## src/rtl/snn_uart_rx.sv

```systemverilog
// 8N1 UART receiver feeding the SNN image loader.
// Mid-bit sampling, false-start rejection, rdy/clr_rdy handshake.
module snn_uart_rx #(
  parameter int BAUD_CNT = 2604,
  parameter int HALF_CNT = 1302
) (
  input  logic       clk,
  input  logic       rst_n,
  input  logic       uart_rx,
  input  logic       clr_rdy,
  input  logic       clr_err,
  output logic [7:0] rx_data,
  output logic       rdy,
  output logic       frame_err,
  output logic       overrun,
  output logic       busy
);

  typedef enum logic [2:0] {
    IDLE,
    START,
    DATA,
    STOP,
    WAIT_HIGH
  } state_t;

  localparam logic [11:0] BAUD_LD = 12'(BAUD_CNT - 1);
  localparam logic [11:0] HALF_LD = 12'(HALF_CNT - 1);

  state_t      state;
  state_t      state_nx;
  logic        rx_meta;
  logic        rx_sync;
  logic        rx_prev;
  logic [11:0] baud_cnt;
  logic [2:0]  bit_cnt;
  logic [7:0]  shift_reg;
  logic        tick;
  logic        fall;
  logic        load_half;
  logic        load_baud;
  logic        shift;
  logic        clr_bit;
  logic        deliver;
  logic        ferr_set;

  assign tick = (baud_cnt == 12'd0) && (state != IDLE);
  assign fall = !rx_sync && rx_prev;
  assign busy = (state != IDLE);

  always_comb begin
    state_nx  = state;
    load_half = 1'b0;
    load_baud = 1'b0;
    shift     = 1'b0;
    clr_bit   = 1'b0;
    deliver   = 1'b0;
    ferr_set  = 1'b0;
    unique case (state)
      IDLE: begin
        if (fall) begin
          load_half = 1'b1;
          state_nx  = START;
        end
      end
      START: begin
        if (tick) begin
          if (!rx_sync) begin
            load_baud = 1'b1;
            clr_bit   = 1'b1;
            state_nx  = DATA;
          end else begin
            state_nx = IDLE;
          end
        end
      end
      DATA: begin
        if (tick) begin
          shift     = 1'b1;
          load_baud = 1'b1;
          if (bit_cnt == 3'd7) state_nx = STOP;
        end
      end
      STOP: begin
        if (tick) begin
          if (rx_sync) begin
            deliver  = 1'b1;
            state_nx = IDLE;
          end else begin
            ferr_set = 1'b1;
            state_nx = WAIT_HIGH;
          end
        end
      end
      WAIT_HIGH: begin
        if (rx_sync) state_nx = IDLE;
      end
      default: state_nx = IDLE;
    endcase
  end

  always_ff @(posedge clk or negedge rst_n) begin
    if (!rst_n) begin
      rx_meta <= 1'b1;
      rx_sync <= 1'b1;
      rx_prev <= 1'b1;
      state   <= IDLE;
    end else begin
      rx_meta <= uart_rx;
      rx_sync <= rx_meta;
      rx_prev <= rx_sync;
      state   <= state_nx;
    end
  end

  always_ff @(posedge clk or negedge rst_n) begin
    if (!rst_n) begin
      baud_cnt  <= '0;
      bit_cnt   <= '0;
      shift_reg <= '0;
    end else begin
      if (load_half)           baud_cnt <= HALF_LD;
      else if (load_baud)      baud_cnt <= BAUD_LD;
      else if (baud_cnt != 0)  baud_cnt <= baud_cnt - 12'd1;
      if (clr_bit)             bit_cnt <= '0;
      else if (shift)          bit_cnt <= bit_cnt + 3'd1;
      if (shift) shift_reg <= {rx_sync, shift_reg[7:1]};
    end
  end

  // Set always beats clear on the same cycle.
  always_ff @(posedge clk or negedge rst_n) begin
    if (!rst_n) begin
      rx_data   <= '0;
      rdy       <= 1'b0;
      frame_err <= 1'b0;
      overrun   <= 1'b0;
    end else begin
      if (deliver) begin
        rx_data <= shift_reg;
        rdy     <= 1'b1;
      end else if (clr_rdy) begin
        rdy <= 1'b0;
      end
      if (deliver && rdy && !clr_rdy) overrun <= 1'b1;
      else if (clr_err)               overrun <= 1'b0;
      if (ferr_set)     frame_err <= 1'b1;
      else if (clr_err) frame_err <= 1'b0;
    end
  end

endmodule
```

## config.mk

```make
export PLATFORM = sky130hd
export DESIGN_NAME = snn_uart_rx
export DESIGN_NICKNAME = d
export VERILOG_FILES = /design/src/rtl/snn_uart_rx.sv
export SDC_FILE = /design/constraint.sdc
export NUM_CORES = 1
export LEC_CHECK = 0
export BUFFER_PORTS_ARGS = -buffer_cell sky130_fd_sc_hd__buf_4
export CAP_MARGIN = 20
export CORE_ASPECT_RATIO = 1.1
export CORE_UTILIZATION = 40
export DETAILED_ROUTE_END_ITERATION = 12
export PLACE_DENSITY = 0.57
export SETUP_SLACK_MARGIN = 0.2
export SYNTH_ARGS = -nofsm -noshare
export SYNTH_HDL_FRONTEND = slang
export SYNTH_SLANG_ARGS = --single-unit
```

## constraint.sdc

```tcl
create_clock -name clk -period 2.7 [get_ports clk]
set_clock_uncertainty 0.05 [all_clocks]
set_input_delay 0 -clock clk [delete_from_list [all_inputs] [get_ports clk]]
set_output_delay 0 -clock clk [all_outputs]
set_load 0.1 [all_outputs]
```

## After elaboration in Yosys (flattened, before gate mapping)

Cells that the tools add are included.

- Flip-flop bits (word level): 40
- Bits in latches: 0
- RAM bits: 0
- Bits in read-only memories: 0
- Input port bits: 5
- Output and inout bits: 12
- Word-level logic and storage cells: 71
- Memories: 0

- $add $sub $neg: 2
- Multipliers: 0
- Divide/modulo/power cells: 0
- $lt $le $gt $ge: 0
- Equal/unequal tests: 11
- Shift operators: 0
- Multiplexer cells: 31
- Bitwise logic cells: 0
- Reductions and logical operators: 16

Operators with widths:

| kind | count |
|---|---|
| $mux 12 | 3 |
| $mux 3 | 9 |
| $mux 1 | 16 |
| $pmux 3 s5 | 1 |
| $logic_not 12->1 | 1 |
| $ne 2x2->1 const B | 6 |
| $reduce_bool 12->1 | 1 |
| $sub 12x1->12 const B | 1 |
| $reduce_bool 2->1 | 4 |
| $eq 3x2->1 const B | 2 |
| $eq 3x3->1 const B | 2 |
| $reduce_and 6->1 | 1 |
| $reduce_bool 3->1 | 2 |
| $logic_and 1x1->1 | 4 |
| $add 3x1->3 const B | 1 |
| $eq 3x1->1 const B | 1 |
| $logic_not 3->1 | 1 |
| $logic_not 1->1 | 2 |
| $mux 2 | 1 |
| $pmux 1 s2 | 1 |

## Logic depth before layout (Yosys ltp)

- Depth after elaboration: 7
- Mapped depth: 7
- Gate-level depth less buffers: 6

## Worst setup path before layout

Ideal clock, no wire load.

- Path kind: reg-to-reg
- Start: register baud_cnt[0]
- End: register state[1]
- Setup time: 128 ps
- Arrival time: 2030 ps
- Data required time: 2522 ps
- Path slack: 493 ps
- Cell stages (with the launch flop): 7
- Buffers on the path: 0
- Period minus slack after synthesis: 2207 ps
- Path through: dfrtp_1 inv_1 ha_1 nor4b_1 nand3_1 a221oi_1 mux2_1

- Longest elaborated chain between the ends: 4
- Elaborated cells on any way between the ends: 6
- Classes of those cells: 3 x eq/ne; 3 x reduce/logical

Ends and longest elaborated chain:

| item | line | RTL |
|---|---|---|
| from (decl) | 35 | `logic [11:0] baud_cnt;` |
| from (signal assigned) | 124 | `else if (baud_cnt != 0) baud_cnt <= baud_cnt - 12'd1;` |
| $logic_not 12->1 * | 47 | `assign tick = (baud_cnt == 12'd0) && (state != IDLE);` |
| $logic_and 1x1->1 * | 47 |  |
| $ne 2x2->1 (no line) | - |  |
| $reduce_and 6->1 (no line) * | - |  |
| to (signal assigned) | 112 | `state <= state_nx;` |
| to (decl) | 30 | `state_t state;` |

Every way passes the cells marked *; elsewhere a longest branch is shown, timed or not.
A chain may end at the register's enable or synchronous reset.

## Worst setup path after layout

- Start: register baud_cnt[0]
- End: register rx_data[2]

- Longest elaborated chain between the ends: 4

Ends and longest elaborated chain:

| item | line | RTL |
|---|---|---|
| $logic_not 12->1 | 47 |  |
| $logic_and 1x1->1 | 47 |  |
| $mux 1 | 85 | `if (tick) begin` |
| $mux 1 | 59 | `unique case (state)` |
| to (signal assigned) | 140 | `rx_data <= shift_reg;` |
| to (decl) | 12 | `output logic [7:0] rx_data,` |

Every way passes these cells.

==> out/summary.json <==
{
  "status": {"value": "completed"},
  "worst_path_max_delay_cell": {"value": "sky130_fd_sc_hd__dfrtp_1"},
  "clk_transition_reported_paths": {"value": 0.08, "unit": "ns"},
  "timing.final.hold_violations": {"value": 0},
  "detail-route-antenna-nets": {"value": 0},
  "endpoint_kind": {"value": "flop"},
  "synthesis.area_per_instance": {"value": 12.0, "unit": "µm²"},
  "finalSetupViolations": {"value": 0},
  "max_cap_violations": {"value": 0},
  "pin_count_of_the_biggest_net_entering_global_routing": {"value": 41},
  "timing.final.crit_period": {"value": 2.16, "unit": "ns"},
  "total_die_area": {"value": 4770, "unit": "µm²"},
  "worst_hold_path_type": {"value": "primary input to asynchronous set/reset pin"},
  "layout-area-overhead-vs-synth": {"value": 20.0, "unit": "%"},
  "final_layout_size_suffix_gt1_share": {"value": 30.5, "unit": "%"},
  "clock_tree.root_cell": {"value": "sky130_fd_sc_hd__clkbuf_8"},
  "via_count_of_the_first_global_routing_pass": {"value": 1235},
  "floorplan.initialDensity": {"value": 41.7, "unit": "%"},
  "ys_seq_elements": {"value": 40},
  "fillers": {"value": 385},
  "mostFrequentLayoutCell": {"value": "sky130_fd_sc_hd__dfrtp_1"},
  "setup_slack_at_placement": {"value": 0.295, "unit": "ns"},
  "gp_routability_congestion": {"value": 0.774},
  "io-pin-count": {"value": 17},
  "timing_max_transition_violations_final": {"value": 0},
  "regToRegStartpoint": {"value": "baud_cnt[0]$_DFFE_PN0P_"},
  "worst_slack": {"value": 0.545, "unit": "ns"},
  "arrival": {"value": 2.28, "unit": "ns"},
  "vias": {"value": 1273},
  "insertion_delay": {"value": 0.30, "unit": "ns"},
  "setup.reg_to_reg.worst_slack": {"value": 0.54, "unit": "ns"},
  "fin_worst_hold_slack": {"value": 0.160, "unit": "ns"},
  "totalWireLength": {"value": 3390, "unit": "µm"},
  "cts_buffer_depth": {"value": 2},
  "regToRegEndpoint": {"value": "rx_data[2]$_DFFE_PN0P_"},
  "max_freq": {"value": 0.464, "unit": "GHz"},
  "crit_chain": {"value": "inv_1 > ha_1 > nor4b_2 > and3_1 > nand4_2 > mux2_2"},
  "grt_antenna_before_repair": {"value": 0},
  "netSwitchingFraction": {"value": 33.0, "unit": "%"},
  "finish.cell_count_without_fillers": {"value": 231},
  "comb_power_share": {"value": 23.8, "unit": "%"},
  "worst_ep_required_time": {"value": 2.83, "unit": "ns"},
  "die_width": {"value": 66.0, "unit": "µm"},
  "critPathKind": {"value": "flop to flop"},
  "final_core_util": {"value": 50.1, "unit": "%"},
  "dp.final_hpwl": {"value": 2370, "unit": "µm"},
  "setup.worst_path.start_class": {"value": "flop"},
  "numPlacedInstances": {"value": 219},
  "num_antenna_cells": {"value": 0},
  "synth_cells": {"value": 150},
  "cp_top_family": {"value": "simple AND/OR/NAND/NOR gates"},
  "cts_setup_buffers": {"value": 0},
  "drt_pass1_iterations": {"value": 4},
  "cts_made_buffers": {"value": 5},
  "total_leakage_power": {"value": 1.01, "unit": "nW"},
  "drtIter0Drc": {"value": 65},
  "fin_crit_sh": {"value": 79.8, "unit": "%"},
  "syn-num-nets": {"value": 159},
  "worst-path-buf-inv": {"value": 1},
  "cp_slowest_stage_delay": {"value": 0.41, "unit": "ns"},
  "grt_setup_unrepaired": {"value": "no"},
  "clock_share_of_power": {"value": 27.8, "unit": "%"},
  "synth.lib_cells_used.distinct": {"value": 44},
  "power.internal": {"value": 1.17, "unit": "mW"},
  "finalPower": {"value": 1.75, "unit": "mW"},
  "setup_total_negative_slack": {"value": 0, "unit": "ns"},
  "cts_tree": {"value": "yes"},
  "clock_sinks": {"value": 40},
  "number_of_flip_flops_in_the_largest_register": {"value": 12},
  "placeableCoreArea": {"value": 4320, "unit": "µm²"},
  "total_switching_power": {"value": 576, "unit": "µW"},
  "dpl-instance-area": {"value": 2000, "unit": "µm²"},
  "grt_util_all_layers": {"value": 16.3, "unit": "%"},
  "synth.yosys.warnings": {"value": 0},
  "relSlewSlack": {"value": 60.8, "unit": "%"},
  "mostFrequentLayoutCells": {"value": "sky130_fd_sc_hd__dfrtp_1 (37), sky130_fd_sc_hd__buf_4 (21), sky130_fd_sc_hd__mux2_2 (16), sky130_fd_sc_hd__o21ai_0 (8), sky130_fd_sc_hd__nor2_1 (8)"},
  "crit_path_max_fanout": {"value": 10},
  "grt_pass1_wl": {"value": 5760, "unit": "µm"},
  "vdd.ir_drop.worst": {"value": 0.495, "unit": "mV"},
  "power_density": {"value": 808, "unit": "nW/µm²"},
  "worstMarginPinSlew": {"value": 0.573, "unit": "ns"},
  "sequentialPowerShare": {"value": 48.4, "unit": "%"},
  "port_buffers": {"value": 16},
  "syn_area": {"value": 1800, "unit": "µm²"},
  "htree_levels": {"value": 2},
  "design.final.nets": {"value": 185},
  "sequential_to_total_area_share_from_yosys_stat": {"value": 55.8, "unit": "%"},
  "grt-ovfl-total": {"value": 0},
  "route.detailed.vias_per_inst": {"value": 5.51},
  "routedWlPerCell": {"value": 14.7, "unit": "µm"},
  "row_count": {"value": 25},
  "final_design_area_no_fill": {"value": 2160, "unit": "µm²"},
  "worst_r2r_path_depth": {"value": 6},
  "dieHeight": {"value": 72.4, "unit": "µm"},
  "detail_route.drc_violations": {"value": 0}
}
power by group through the flow:
stage | registers (mW) | logic (mW) | clock network (mW)
after CTS | 0.838 | 0.419 | 0.498
final | 0.845 | 0.416 | 0.485
after floorplan | 0.798 | 0.342 | 0
after global routing | 0.866 | 0.481 | 0.518
after global placement | 0.846 | 0.402 | 0
after detailed placement | 0.852 | 0.412 | 0
routing by layer:
metal / global-route usage [%] / part of all wire, % / vias up
met5: 0 / 0 / -
met1: 20.0 / 45 / 630
met4: 7.09 / 1.5 / 0
met2: 26.6 / 50 / 30
met3: 4.72 / 3.4 / 6
li1: - / - / 607
worst max path at each step:
stage               depth (start not counted)                     end                    start
floorplan                                   6    state[1]$_DFFE_PN0P_  baud_cnt[0]$_DFFE_PN0P_
global placement                            6  rx_data[6]$_DFFE_PN0P_  baud_cnt[0]$_DFFE_PN0P_
CTS                                         6  rx_data[2]$_DFFE_PN0P_  baud_cnt[0]$_DFFE_PN0P_
global route                                6  rx_data[2]$_DFFE_PN0P_  baud_cnt[0]$_DFFE_PN0P_
detailed placement                          6  rx_data[2]$_DFFE_PN0P_  baud_cnt[0]$_DFFE_PN0P_
finish                                      6  rx_data[2]$_DFFE_PN0P_  baud_cnt[0]$_DFFE_PN0P_
layout make-up:
| type | count | area (µm²) | area share [%] |
|---|---|---|---|
| multi-input cells | 100 | 764 | 35.4 |
| inverters | 4 | 15.0 | 0.695 |
| flip-flops and latches | 40 | 1000 | 46.5 |
| clock buffers | 5 | 68.8 | 3.18 |
| clock inverters | 3 | 42.5 | 1.97 |
| repair buffers | 25 | 198 | 9.15 |
| well taps | 54 | 67.6 | 3.13 |
repair_timing:
item                                    in CTS  in global routing
endpoints found under the setup margin       0                  9
endpoints found under the hold margin       44                  0
resized for setup                            0                  1
hold buffers                                 4                  0
logic make-up after synthesis:
group,count (synthesis),synth area share (%)
compound gates,28,9.87
xor+xnor,6,2.92
fa+ha+maj,4,2.78
buf+inv,10,2.08
flops,40,55.8
mux,19,11.7
simple gates,43,14.8
Yosys cell counts:
cell type / n / area share [%]
sky130_fd_sc_hd__a21oi_1: 3 / 0.83
sky130_fd_sc_hd__nand4b_1: 1 / 0.49
sky130_fd_sc_hd__o21ai_1: 1 / 0.28
sky130_fd_sc_hd__dfrtp_1: 37 / 51
sky130_fd_sc_hd__mux2_1: 1 / 0.63
sky130_fd_sc_hd__nand4_1: 2 / 0.69
sky130_fd_sc_hd__buf_1: 1 / 0.21
sky130_fd_sc_hd__nor2_1: 8 / 1.7
sky130_fd_sc_hd__nand2b_1: 2 / 0.69
sky130_fd_sc_hd__ha_1: 4 / 2.8
sky130_fd_sc_hd__nor3_1: 4 / 1.1
sky130_fd_sc_hd__xor2_1: 5 / 2.4
sky130_fd_sc_hd__o22ai_1: 1 / 0.35
sky130_fd_sc_hd__xnor2_1: 1 / 0.49
sky130_fd_sc_hd__a211oi_1: 2 / 0.83
sky130_fd_sc_hd__and3_1: 2 / 0.69
sky130_fd_sc_hd__nor3b_1: 2 / 0.83
sky130_fd_sc_hd__or3b_1: 1 / 0.49
sky130_fd_sc_hd__inv_1: 4 / 0.83
sky130_fd_sc_hd__a2bb2oi_1: 1 / 0.49
sky130_fd_sc_hd__nand2_1: 5 / 1.0
sky130_fd_sc_hd__or4_1: 2 / 0.83
sky130_fd_sc_hd__nand4_2: 1 / 0.69
sky130_fd_sc_hd__mux2i_1: 2 / 1.1
sky130_fd_sc_hd__a2111oi_0: 1 / 0.49
sky130_fd_sc_hd__or3_1: 3 / 1.0
sky130_fd_sc_hd__a31oi_1: 6 / 2.1
sky130_fd_sc_hd__o211ai_1: 1 / 0.42
sky130_fd_sc_hd__o31ai_1: 1 / 0.42
sky130_fd_sc_hd__nand3_1: 3 / 0.83
sky130_fd_sc_hd__nor2b_1: 1 / 0.35
sky130_fd_sc_hd__mux2_2: 16 / 10
sky130_fd_sc_hd__o21ai_0: 8 / 2.2
sky130_fd_sc_hd__nor4_1: 1 / 0.35
sky130_fd_sc_hd__a211o_1: 1 / 0.49
sky130_fd_sc_hd__nor4b_1: 1 / 0.49
sky130_fd_sc_hd__clkbuf_1: 5 / 1.0
sky130_fd_sc_hd__or4b_2: 1 / 0.56
sky130_fd_sc_hd__a221oi_1: 1 / 0.49
sky130_fd_sc_hd__nor4_2: 1 / 0.69
sky130_fd_sc_hd__dfstp_2: 3 / 4.4
sky130_fd_sc_hd__o32ai_1: 1 / 0.49
sky130_fd_sc_hd__or4_4: 1 / 0.63
sky130_fd_sc_hd__or3_4: 1 / 0.63
Power figures use the tool's default switching activity.
